<file path="config.mk">
export PLATFORM = sky130hd
export DESIGN_NAME = led_p2s_driver_flat
export DESIGN_NICKNAME = d
export VERILOG_FILES = /design/src/rtl/led_p2s_driver_if.sv /design/src/rtl/led_p2s_driver.sv /design/src/flat_wrapper.sv
export SDC_FILE = /design/constraint.sdc
export NUM_CORES = 1
export LEC_CHECK = 0
export ABC_AREA = 1
export BUFFER_PORTS_ARGS = -buffer_cell sky130_fd_sc_hd__buf_2
export CORE_UTILIZATION = 45
export CTS_CLUSTER_SIZE = 8
export DETAILED_ROUTE_END_ITERATION = 16
export GPL_TIMING_DRIVEN = 0
export PLACE_DENSITY = 0.72
export SLEW_MARGIN = 20
export SYNTH_ARGS = -nofsm -noshare
export SYNTH_HDL_FRONTEND = slang
export SYNTH_SLANG_ARGS = --single-unit
</file>
<file path="constraint.sdc">
create_clock -name clk -period 1.63 [get_ports clk]
set_input_delay 0.326 -clock clk [delete_from_list [all_inputs] [get_ports clk]]
set_output_delay 0.326 -clock clk [all_outputs]
set_load 0.1 [all_outputs]
</file>
<file path="src/rtl/led_p2s_driver_if.sv">
// rtl/led_p2s_driver_if.sv - request/status and serial LED link bundle for led_p2s_driver
interface led_p2s_driver_if;
  logic [15:0] num;
  logic [3:0]  dp;
  logic        start;
  logic        busy;
  logic        done;
  logic        sclk;
  logic        sdata;
  logic        slatch;

  modport master (
    output num, dp, start,
    input  busy, done, sclk, sdata, slatch
  );

  modport slave (
    input  num, dp, start,
    output busy, done, sclk, sdata, slatch
  );
endinterface

</file>
<file path="src/rtl/led_p2s_driver.sv">
// rtl/led_p2s_driver.sv - hex-to-7-segment encoder and 74HC595 serial frame shifter
module led_p2s_driver #(
  parameter int CLK_DIV = 2
) (
  input logic             clk,
  input logic             rst_n,
  led_p2s_driver_if.slave bus
);

  typedef enum logic [1:0] {IDLE, SHIFT_LO, SHIFT_HI, LATCH} state_t;

  localparam logic [7:0] DIV_LAST = 8'(CLK_DIV - 1);

  state_t      r_state, w_state_nxt;
  logic [31:0] r_frame, w_frame_nxt;
  logic [4:0]  r_bit,   w_bit_nxt;
  logic [7:0]  r_div,   w_div_nxt;
  logic        r_done,  w_done_nxt;
  logic        w_phase_end;

  // Common-anode glyph: segments active-low, bit 7 is the inverted decimal point.
  function automatic logic [7:0] glyph(input logic [3:0] d, input logic p);
    logic [6:0] seg;
    case (d)
      4'h0: seg = 7'h40;
      4'h1: seg = 7'h79;
      4'h2: seg = 7'h24;
      4'h3: seg = 7'h30;
      4'h4: seg = 7'h19;
      4'h5: seg = 7'h12;
      4'h6: seg = 7'h02;
      4'h7: seg = 7'h78;
      4'h8: seg = 7'h00;
      4'h9: seg = 7'h10;
      4'hA: seg = 7'h08;
      4'hB: seg = 7'h03;
      4'hC: seg = 7'h46;
      4'hD: seg = 7'h21;
      4'hE: seg = 7'h06;
      default: seg = 7'h0E;
    endcase
    return {~p, seg};
  endfunction

  assign w_phase_end = (r_div == DIV_LAST);

  always_ff @(posedge clk or negedge rst_n) begin
    if (!rst_n) begin
      r_state <= IDLE;
      r_frame <= '0;
      r_bit   <= '0;
      r_div   <= '0;
      r_done  <= 1'b0;
    end else begin
      r_state <= w_state_nxt;
      r_frame <= w_frame_nxt;
      r_bit   <= w_bit_nxt;
      r_div   <= w_div_nxt;
      r_done  <= w_done_nxt;
    end
  end

  always_comb begin
    w_state_nxt = r_state;
    w_frame_nxt = r_frame;
    w_bit_nxt   = r_bit;
    w_div_nxt   = r_div;
    w_done_nxt  = 1'b0;
    case (r_state)
      IDLE: begin
        if (bus.start) begin
          w_frame_nxt = {glyph(bus.num[15:12], bus.dp[3]),
                         glyph(bus.num[11:8],  bus.dp[2]),
                         glyph(bus.num[7:4],   bus.dp[1]),
                         glyph(bus.num[3:0],   bus.dp[0])};
          w_bit_nxt   = 5'd31;
          w_div_nxt   = '0;
          w_state_nxt = SHIFT_LO;
        end
      end
      SHIFT_LO: begin
        if (w_phase_end) begin
          w_div_nxt   = '0;
          w_state_nxt = SHIFT_HI;
        end else begin
          w_div_nxt = r_div + 8'd1;
        end
      end
      SHIFT_HI: begin
        if (w_phase_end) begin
          w_div_nxt = '0;
          if (r_bit == 5'd0) begin
            w_state_nxt = LATCH;
          end else begin
            w_bit_nxt   = r_bit - 5'd1;
            w_state_nxt = SHIFT_LO;
          end
        end else begin
          w_div_nxt = r_div + 8'd1;
        end
      end
      default: begin
        // LATCH: done rises together with the return to IDLE.
        if (w_phase_end) begin
          w_div_nxt   = '0;
          w_done_nxt  = 1'b1;
          w_state_nxt = IDLE;
        end else begin
          w_div_nxt = r_div + 8'd1;
        end
      end
    endcase
  end

  assign bus.busy   = (r_state != IDLE);
  assign bus.done   = r_done;
  assign bus.sclk   = (r_state == SHIFT_HI);
  assign bus.slatch = (r_state == LATCH);
  assign bus.sdata  = ((r_state == SHIFT_LO) || (r_state == SHIFT_HI)) ? r_frame[r_bit] : 1'b0;

endmodule

</file>
<file path="src/flat_wrapper.sv">
// flat-port wrapper written by rule: the top's interface ports become plain ports
module led_p2s_driver_flat 
#(
  parameter int CLK_DIV = 2
)
  (clk, rst_n, bus_num, bus_dp, bus_start, bus_busy, bus_done, bus_sclk, bus_sdata, bus_slatch);
  led_p2s_driver_if bus_i ();
  input logic clk;
  input logic rst_n;
  input wire logic [$bits(bus_i.num)-1:0] bus_num;
  input wire logic [$bits(bus_i.dp)-1:0] bus_dp;
  input wire logic [$bits(bus_i.start)-1:0] bus_start;
  output wire logic [$bits(bus_i.busy)-1:0] bus_busy;
  output wire logic [$bits(bus_i.done)-1:0] bus_done;
  output wire logic [$bits(bus_i.sclk)-1:0] bus_sclk;
  output wire logic [$bits(bus_i.sdata)-1:0] bus_sdata;
  output wire logic [$bits(bus_i.slatch)-1:0] bus_slatch;
  assign bus_i.num = bus_num;
  assign bus_i.dp = bus_dp;
  assign bus_i.start = bus_start;
  assign bus_busy = bus_i.busy;
  assign bus_done = bus_i.done;
  assign bus_sclk = bus_i.sclk;
  assign bus_sdata = bus_i.sdata;
  assign bus_slatch = bus_i.slatch;
  led_p2s_driver #(.CLK_DIV(CLK_DIV)) u_core (.clk(clk), .rst_n(rst_n), .bus(bus_i));
endmodule
</file>
* After elaboration in Yosys (flattened, before gate mapping)
Memory sizes are Yosys's and may differ from the RTL's. A register that Yosys moved wholly into a read port is not among the register bits.
Cells that the tools add are included.
** Word-level totals
- Memory bits (read-only) :: 448
- Memories :: 4
- Register bits after elaboration :: 48
** Memory list
- (no name shown) :: depth 16, width 7, rd ports 1, clocked after Yosys merged registers in 1, write ports 0, line led_p2s_driver.sv:24 : case (d)
- (no name shown) :: depth 16, width 7, rd ports 1, clocked after Yosys merged registers in 1, write ports 0, line led_p2s_driver.sv:24
- (no name shown) :: depth 16, width 7, rd ports 1, clocked after Yosys merged registers in 1, write ports 0, line led_p2s_driver.sv:24
- (no name shown) :: depth 16, width 7, rd ports 1, clocked after Yosys merged registers in 1, write ports 0, line led_p2s_driver.sv:24
** Cells by class
- $lt $le $gt $ge :: 1
- Equality and inequality tests :: 8
- Bitwise operators :: 4
- Reduce and logical (&&, ||, !) cells :: 14
- Muxes and demuxes :: 18
- $add $sub $neg :: 2
** Operator list (count)
- $mux W8 :: 3
- $mux W5 :: 3
- $mux W2 :: 5
- $pmux W5 S2 :: 1
- $add A8 B1 Y8 const B :: 1
- $eq A8 B1 Y1 const B :: 1
- $reduce_and A4 Y1 :: 2
- $lt A5 B6 Y1 const B :: 1
- $pmux W2 S3 :: 1
- $reduce_bool A2 Y1 :: 3
- $bmux W1 S5 :: 1
- $logic_not A5 Y1 :: 1
- $sub A5 B1 Y5 const B :: 1
- $eq A2 B2 Y1 const B :: 2
- $logic_not A1 Y1 :: 4
- $mux W1 :: 4
- $ne A2 B1 Y1 const B :: 2
- $ne A2 B2 Y1 const B :: 2
- $not A1 Y1 :: 4
- $reduce_or A3 Y1 :: 1
- $eq A2 B1 Y1 const B :: 1
- $logic_not A2 Y1 :: 1
- $reduce_and A2 Y1 :: 1
- $logic_or A1 B1 Y1 :: 1

* Logic depth before layout (Yosys ltp)
Gate-level depths: netlist of run 1.
- Word-level depth :: 4
- Gate-level depth with buffers :: 9
- Mapped depth without buffers :: 9

* Worst setup path after synthesis of run 1
No wires, ideal clock.
- Path type :: register -> output
- Start point :: register u_core.r_bit[0]
- End point :: output bus_sdata
- Path slack :: -0.916 ns
- Cell stages (with the launch flop) :: 9
- Arrival :: 2.220 ns
- Path through :: dfrtp_1 -> buf_4 -> o21ai_0 -> nand2_1 -> nand3_1 -> nand2_1 -> nor2_1 -> nor2_1 -> nor2_1
** Between the ends
- Cells in the longest elaborated chain, start to end :: 3
** RTL lines
- start: declaration :: line led_p2s_driver.sv:16 : logic [4:0] r_bit, w_bit_nxt;
- start signal: assignment :: line led_p2s_driver.sv:57 : r_bit <= w_bit_nxt;
- $bmux W1 S5 :: line led_p2s_driver.sv:119 : assign bus.sdata = ((r_state == SHIFT_LO) || (r_state == SHIFT_HI)) ? r_frame[r_bit] : 1'b0;
- $mux W1 (not written as such) :: line led_p2s_driver.sv:119
- $mux W1 :: line led_p2s_driver.sv:119
- end: declaration :: line flat_wrapper.sv:16 : output wire logic [$bits(bus_i.sdata)-1:0] bus_sdata;
Every way passes these cells. The select of a mux whose other input is x is not followed.

* Worst setup path in the final report of run 1
Same ends and word-level chain as after synthesis.

==> results of run 1 <==
## worst paths after layout
check                             startpoint                 to  cells after the start
min reg2reg                u_core.r_frame[5]  u_core.r_frame[5]                      2
min in group clk                   bus_dp[0]  u_core.r_frame[7]                      2
max reg2reg                  u_core.r_bit[0]    u_core.r_bit[2]                      9
max in group asynchronous              rst_n  u_core.r_state[0]                      1
min                                    rst_n    u_core.r_div[3]                      1
max                          u_core.r_bit[0]          bus_sdata                      9
## report_power, final
part           internal [mW]  switching [mW]  leakage (nW)  total [mW]
clock                  0.767           0.433        0.0784        1.20
sequential              1.71           0.354         0.588        2.07
combinational           1.72            2.57          1.31        4.28
total                   4.20            3.35          1.98        7.55
## metal layers
layer | wire length [um] | vias to the layer above
li1 | - | 1526
met1 | 3480 | 1459
met2 | 3890 | 73
met3 | 341 | 12
met4 | 119 | 0
met5 | 0 | -
## logic make-up (layout without fill, tap and decap cells)
family | after synthesis | in the layout | synth area share [%]
AO/OA/AOI/OAI | 99 | 99 | 17.5
AND/OR/NAND/NOR | 183 | 183 | 24.1
XOR/XNOR | 6 | 6 | 1.57
flip-flops | 48 | 48 | 35.9
adder cells (fa/ha/maj) | 32 | 32 | 12.0
buffers and inverters | 69 | 114 | 8.93
## registers in the layout, indices dropped and copies added, names as in the netlist
name and flops:
u_core.r_div 8, u_core.r_frame 32, u_core.bus.done 1, u_core.r_bit 5, u_core.r_state 2
## worst max-delay path, delay by kind of cell, from the launching register on
kind	cells	cell delay, ns
DFF	1	0.47
and+or+nand+nor	6	0.44
buffers and inverters	2	0.35
AOI/OAI and AO/OA	1	0.18
## layout by cell type, fill, tap and decap left out, types with 2 or more instances in the layout
cell and n:
nand2_1 90, inv_1 46, o21ai_0 44, dfrtp_1 44
nand3_1 35, ha_1 28, nor2_1 27, buf_2 24
a21oi_1 16, buf_4 15, nand3_2 8, nand2_2 8
a31oi_1 8, o21ai_1 7, o211ai_1 6, clkbuf_8 5
buf_6 4, nor2_2 4, o21ai_2 4, xor2_1 4
o22ai_1 4, buf_12 4, dfrtp_2 4, nor2_4 3
clkbuf_2 3, a22oi_1 3, ha_4 3, bufinv_16 3
inv_2 2, inv_4 2, buf_8 2, o211a_1 2
xnor2_1 2
## stage by stage
step | setup slack (ns) | setup TNS (ns) | total power [mW] | utilization, % | std cells
after CTS | -0.427 | -0.539 | 7.07 | 54.3 | 573
after detailed placement | -0.302 | -6.43 | 5.46 | 50.4 | 559
after floorplan | -0.130 | -0.130 | 4.73 | - | 437
final | -0.454 | -0.530 | 7.55 | 56.8 | 581
after global routing | -0.544 | -1.23 | 8.08 | 56.8 | 581
after global placement | -0.312 | -4.41 | 5.36 | 50.4 | 559
## timing repair
action,in CTS,in global routing
endpoints found under the setup margin,41,26
setup buffers,6,5
hold endpoints to repair,0,0
cloned,0,3
resized for setup,25,37
pin swaps,6,8
## layout make-up
cell class	count	area [um^2]	share of cell area, %
multi-input cells	320	1970	48.2
repair buffers	37	290	7.08
well taps	99	124	3.02
flip-flops and latches	48	1210	29.4
plain buffers	16	120	2.93
clock inverters	3	90.1	2.20
inverters	53	226	5.52
clock buffers	5	68.8	1.68
==> impl_metrics.ini, run 1 <==
[synthesis]
synth.area.top_cells = dfrtp_1 36%, ha_1 12%, nand2_1 11%
synthCells = 437
synth_cell_type_count = 40
synth_edf_count = 0
synth.largest_area_cell = dfrtp_1
seq_area_frac_synth_pct = 35.9
synthFlopType = dfrtp_1
yosys-top-cells-count = 98 x nand2_1, 48 x dfrtp_1, 48 x inv_1, 48 x o21ai_0, 41 x nand3_1
yosysMostFrequentCell = nand2_1
yosys_warnings = 0
synth_seq_cells = 48
async_flop_share_pct = 100
synth_top_area_share_pct = 35.9
syn-num-nets = 492
netlist_area_um2 = 3350
syn_avg_cell_area_um2 = 7.66

[run_status]
violations = setup timing
status = finished, violations left

[clocking]
cts_root_buf = clkbuf_8
h-tree-depth = 2
clock_path_buffers = 2
cts_buffers = 5
numClockSinks = 48
clk_latency_ns = 0.31
holdBufCountCts = 0
cts_tree = built
path_clk_slew_ns = 0.10

[layout]
antenna_cells = 0
synthToLayoutAreaGrowth_pct = 22.5
nets = 536
final.fill_count = 689
drive_gt1_share_pct = 22.6
stdcell_area_um2 = 4100

[floorplanning]
die_y_um = 88.2
coreArea_um2 = 7210
dieArea_um2 = 7790
initial_core_util_pct = 46.4
io_pins = 28
die_w_um = 88.2
rows = 31

[job]
cap_violations = 0

[critical_path]
rrSetupSlack_ns = -0.01
path_class = register to output pin
worstPathRequired_ns = 1.30
worst-path-max-fanout = 5
crit_slowest_cell = dfrtp_2
start_kind = register
path_cells = buf_4 > nand2_1 > nand3_1 > a21boi_1 > nor2_2 > nand2_2 > nand2_2 > nor2_4 > buf_12
crit_path_frequent_cell = nand2_2
crit_arrival_ns = 1.76
end_kind = output pin
critPathMaxStageDelay_ns = 0.47

[placement]
gp_congestion = 0.876
dp_hpwl_um = 5390
dpl_cell_area_um2 = 3630
port_buffers = 23

[sta]
skew_ns = 0.0106
finalCriticalPeriod_ns = 2.08
finalCritPeriodShare_pct = 128
slew_violations = 0
timing.hold.ws_ns = 0.00651
fmax_ghz = 0.480
rsz0062_at_grt = yes
hold_viol = 0
worstMarginPinSlew_ns = 0.613
max_slew_margin_pct = 59.1
setup_slack_ns = -0.454
setup_viol = 4

[drt]
vias_per_cell = 5.28
dr_total_vias = 3070
antenna_left = 0
wl_per_cell_um = 13.5
first_pass_iters = 4
drc = 0
drtIter0Drc = 199
totalWireLength_um = 7820

[global_route]
grt_pass1_vias = 2852
grt_first_pass_wirelength_um = 12700
grt_use_met2_pct = 36.8
met3_usage_pct = 3.36
grtUsageTotal_pct = 20.9
overflow = 0
antenna_found_initial = 0
gr-usage-met1_pct = 26.4
grt_max_degree = 49
busiest_layer = met2

[power_and_ir_drop]
leakage_nw = 1.98
ir_drop_mv = 0.801
cellPowerDensity_nw_per_um2 = 1840

[worst_hold_path]
hold_class = input pin to async pin
No activity file was read; power rests on OpenSTA's default activity.
==> inputs of run 2 (changes only) <==
--- a/config.mk
+++ b/config.mk
@@ -12,6 +12,7 @@
 export DETAILED_ROUTE_END_ITERATION = 16
 export GPL_TIMING_DRIVEN = 0
 export PLACE_DENSITY = 0.72
+export SETUP_SLACK_MARGIN = 0.3
 export SLEW_MARGIN = 20
 export SYNTH_ARGS = -nofsm -noshare
 export SYNTH_HDL_FRONTEND = slang
==> impl_metrics.ini, run 2 (synthesis results as in run 1) <==
[drt]
totalWireLength_um = 8820
drtIter0Drc = 152
antenna_left = 0
wl_per_cell_um = 14.7
first_pass_iters = 5
vias_per_cell = 5.34
dr_total_vias = 3210
drc = 0

[floorplanning]
die_w_um = 88.2
coreArea_um2 = 7210
initial_core_util_pct = 46.4
rows = 31
dieArea_um2 = 7790
io_pins = 28
die_y_um = 88.2

[critical_path]
crit_end = bus_sdata
r2r_start = u_core.r_bit[0]
worst-path-max-fanout = 8
crit_start = u_core.r_bit[0]
rrSetupSlack_ns = -0.06
path_class = register to output pin
start_kind = register
end_kind = output pin
r2r_end = u_core.r_bit[0]
crit_arrival_ns = 1.75
worstPathRequired_ns = 1.30
r2r_cells = 10

[power_and_ir_drop]
p_comb_share_pct = 64.6
cellPowerDensity_nw_per_um2 = 1800
swShare_pct = 45.0
ir_drop_mv = 0.795
p_switching_mw = 3.79
intPower_mw = 4.62
leakage_nw = 2.16
p_clk_share_pct = 10.4
pwr-share-seq_pct = 25.1

[global_route]
overflow = 0
busiest_layer = met2
grt_use_met2_pct = 39.9
grt_first_pass_wirelength_um = 13800
antenna_found_initial = 0
met3_usage_pct = 3.17
grt_max_degree = 49
grtUsageTotal_pct = 23.2
gr-usage-met1_pct = 28.8
grt_pass1_vias = 2977

[layout]
mostFrequentLayoutCell = nand2_1
nets = 556
largest_register = u_core.r_frame
largest_reg_flops = 32
top_regs = u_core.r_frame: 32 flops, u_core.r_div: 8 flops, u_core.r_bit: 5 flops
layout_common_cells = 87 x nand2_1, 45 x inv_1, 43 x dfrtp_1
synthToLayoutAreaGrowth_pct = 39.8
final_cells = 601
drive_gt1_share_pct = 34.7
fin_util_pct = 64.8
antenna_cells = 0
final.fill_count = 576

[clocking]
cts_tree = built
clock_path_buffers = 2
path_clk_slew_ns = 0.09
cts_root_buf = clkbuf_8
clk_latency_ns = 0.31
cts_buffers = 5
numClockSinks = 48
h-tree-depth = 2

[sta]
setup_viol = 8
finalCriticalPeriod_ns = 2.08
max_slew_margin_pct = 58.9
hold_viol = 0
setup_slack_ns = -0.447
skew_ns = 0.00770
slew_violations = 0
worstMarginPinSlew_ns = 0.616
tns_ns = -0.682
rsz0062_at_grt = yes
finalCritPeriodShare_pct = 127
fmax_ghz = 0.481

[placement]
dp_hpwl_um = 5390
gp_congestion = 0.830
dp.cells = 559
pre_cts_ws_ns = -0.315
port_buffers = 23

[run_status]
violations = setup timing
status = finished, violations left

[job]
cap_violations = 0

[worst_hold_path]
hold_class = input pin to async pin
-- run 2: layout make-up --
type / instances / area (um^2) / share of cell area (%)
Sequential cell: 48 / 1210 / 25.8
Tap cell: 99 / 124 / 2.65
Clock inverter: 2 / 35.0 / 0.749
Multi-Input combinational cell: 320 / 2250 / 48.0
Buffer: 16 / 168 / 3.58
Inverter: 53 / 236 / 5.05
Clock buffer: 6 / 72.6 / 1.55
Timing Repair Buffer: 57 / 588 / 12.6
-- run 2: stage by stage --
stage	total power, mW	hold slack (ns)	area, um^2
floorplan	4.87	0.0304	3450
global placement	5.52	0.467	3690
detailed placement	5.59	0.471	3690
CTS	7.72	0.176	4400
global route	8.96	0.0610	4680
finish	8.41	0.0149	4680
-- run 2: layer usage --
layer | vias up | part of all wire [%]
li1 | 1572 | -
met1 | 1502 | 41
met5 | - | 0
met2 | 99 | 51
met3 | 37 | 3.8
met4 | 0 | 4.1
-- run 2: how the worst min path moves through the flow --
stage                     slack [ns]            endpoint               start
after global routing            0.06     u_core.r_div[5]               rst_n
final                           0.01     u_core.r_div[4]               rst_n
after floorplan                 0.03     u_core.bus.done               rst_n
after detailed placement        0.47   u_core.r_frame[5]   u_core.r_frame[5]
after global placement          0.47  u_core.r_frame[23]  u_core.r_frame[23]
after CTS                       0.18  u_core.r_frame[31]           bus_dp[3]
-- run 2: power by group through the flow --
stage	registers, mW	logic (mW)	clock network (mW)
6_report	2.11	5.43	0.870
5_1_grt	2.16	5.87	0.924
4_1_cts	2.05	4.80	0.872
3_5_place_dp	2.06	3.53	0
3_3_place_gp	2.05	3.46	0
2_1_floorplan	2.00	2.87	0
-- run 2: repair_timing --
item	CTS	global route
pin swaps	27	16
cloned	3	2
resized for setup	110	39
endpoints found under the setup margin	50	51
hold buffers	0	0
setup buffers	22	7
-- run 2: worst max-delay path, stage by stage, from the launching register on --
cell and delay (ns):
dfrtp_1 0.42, inv_2 0.12, buf_6 0.14, nand2_1 0.05, nand3_1 0.07, nand2_1 0.10
nand2_1 0.08, nand3_2 0.11, nor2_4 0.14, nor2_4 0.06, buf_12 0.16
==> inputs of run 3 (changes only) <==
==> constraint.sdc (replaced) <==
create_clock -name clk -period 1.63 [get_ports clk]
set_input_delay 0.326 -clock clk [delete_from_list [all_inputs] [get_ports clk]]
set_output_delay 0.326 -clock clk [all_outputs]
set_load 0.005 [all_outputs]
==> impl_metrics.ini, run 3 (synthesis results as in run 1) <==
[run_status]
status = finished, violations left
violations = setup timing

[power_and_ir_drop]
cellPowerDensity_nw_per_um2 = 1610
ir_drop_mv = 0.866
finalPower_mw = 7.29
leakage_nw = 2.10

[floorplanning]
io_pins = 28
initial_core_util_pct = 46.4
dieArea_um2 = 7790
coreArea_um2 = 7210
die_w_um = 88.2
rows = 31
die_y_um = 88.2

[sta]
finalCriticalPeriod_ns = 1.92
setup_slack_ns = -0.287
setup_viol = 6
fmax_ghz = 0.522
rsz0062_at_grt = yes
skew_ns = 0.0105
slew_violations = 0
worstMarginPinSlew_ns = 0.615
finalCritPeriodShare_pct = 118
max_slew_margin_pct = 59.0
hold_viol = 0
tns_ns = -0.521

[drt]
drc = 0
first_pass_iters = 5
wl_per_cell_um = 14.4
totalWireLength_um = 8560
drtIter0Drc = 237
antenna_left = 0
vias_per_cell = 5.31
dr_total_vias = 3158

[clocking]
clk_latency_ns = 0.30
numClockSinks = 48
cts_buffers = 5
cts_root_buf = clkbuf_8
path_clk_slew_ns = 0.09
clock_path_buffers = 2
cts_tree = built
h-tree-depth = 2

[layout]
largest_register = u_core.r_frame
drive_gt1_share_pct = 32.3
stdcell_area_um2 = 4530
largest_reg_flops = 32
mostFrequentLayoutCell = nand2_1
nets = 551
synthToLayoutAreaGrowth_pct = 35.3
layout_common_cells = 88 x nand2_1, 45 x inv_1, 44 x dfrtp_1
top_regs = u_core.r_frame: 32 flops, u_core.r_div: 8 flops, u_core.r_bit: 5 flops
antenna_cells = 0

[critical_path]
start_kind = register
crit_arrival_ns = 1.59
cp_top_family = simple AND/OR/NAND/NOR gates
critPathMaxStageDelay_ns = 0.46
critPathBufInv = 2
end_kind = output pin
worst-path-max-fanout = 10
path_cells = buf_6 > nand2_1 > nand3_1 > nand3_1 > nand3_1 > nand2_1 > nand2_1 > nor2_2 > buf_2
crit_slowest_cell = dfrtp_2
rrSetupSlack_ns = -0.06
path_class = register to output pin
worstPathRequired_ns = 1.30

[global_route]
grt_first_pass_wirelength_um = 13900
grtUsageTotal_pct = 22.9
overflow = 0
antenna_found_initial = 0
grt_max_degree = 49
grt_pass1_vias = 3071

[job]
cap_violations = 0

[placement]
dp_hpwl_um = 5270
gp_congestion = 0.842
pre_cts_ws_ns = -0.0559
dpl_cell_area_um2 = 3640
port_buffers = 23

[worst_hold_path]
hold_class = input pin to async pin
==> run 3: cell types whose count changed in the layout (fill, tap and decap cells not counted), moves of 3 or more <==
cell and delta:
buf_6 +3, o21ai_1 +4, a22oi_2 -3, o21ai_2 -4, buf_12 -5, buf_4 -7, a22oi_1 +3, buf_8 +3
==> run 3: metal layers <==
metal	vias to the layer above	part of all wire [%]	GRT usage, %
li1	1569	-	-
met1	1503	43	28.8
met4	0	1.4	6.45
met5	-	0	0
met2	72	51	40.7
met3	14	4.1	3.45
==> run 3: path summary, 6_finish.rpt <==
check                                  startpoint                 to  cells past startpoint
worst max-delay path              u_core.r_bit[0]          bus_sdata                      9
min in group clk                        bus_dp[0]  u_core.r_frame[7]                      2
worst max register to register    u_core.r_bit[0]    u_core.r_bit[0]                     10
worst min register to register  u_core.r_frame[5]  u_core.r_frame[5]                      2
worst min-delay path                        rst_n    u_core.r_div[4]                      1
max in group asynchronous                   rst_n  u_core.r_state[1]                      1
==> run 3: per-stage QoR <==
stage               utilization, %  hold slack, ns  std cells
floorplan                        -          0.0304        437
global placement              50.5           0.468        559
detailed placement            50.5           0.472        559
CTS                           58.3           0.206        587
global route                  62.7          0.0794        595
finish                        62.7          0.0286        595
==> run 3: area by class of cell <==
type / count / area [um^2]
fill: 602 / 2690
multi-input combinational: 320 / 2230
sequential: 48 / 1210
timing repair buffer: 52 / 490
inverter: 53 / 220
buffer: 16 / 174
tap: 99 / 124
clock buffer: 5 / 68.8
clock inverter: 2 / 12.5
==> run 3: worst reg2reg max path, stage by stage, from the launching register on <==
cell and delay (ns):
dfrtp_2 0.44, inv_4 0.07, buf_8 0.14, buf_4 0.14, ha_4 0.17, nand3_2 0.10
nor2_4 0.05, nor3_4 0.20, nand2_4 0.14, nand2_1 0.08, nand2_1 0.05
==> run 3: what timing repair did <==
item | CTS | global route
gates resized for setup | 85 | 70
pin swaps | 16 | 11
cloned | 4 | 1
endpoints found under the hold margin | 0 | 0
endpoints found under the setup margin | 49 | 51
setup buffers | 17 | 7
hold buffers | 0 | 0
==> run 3: report_power, final <==
group	switching [mW]	internal (mW)
Clock	0.397	0.291
Sequential	0.413	1.71
Combinational	2.35	2.13
Total	3.16	4.14
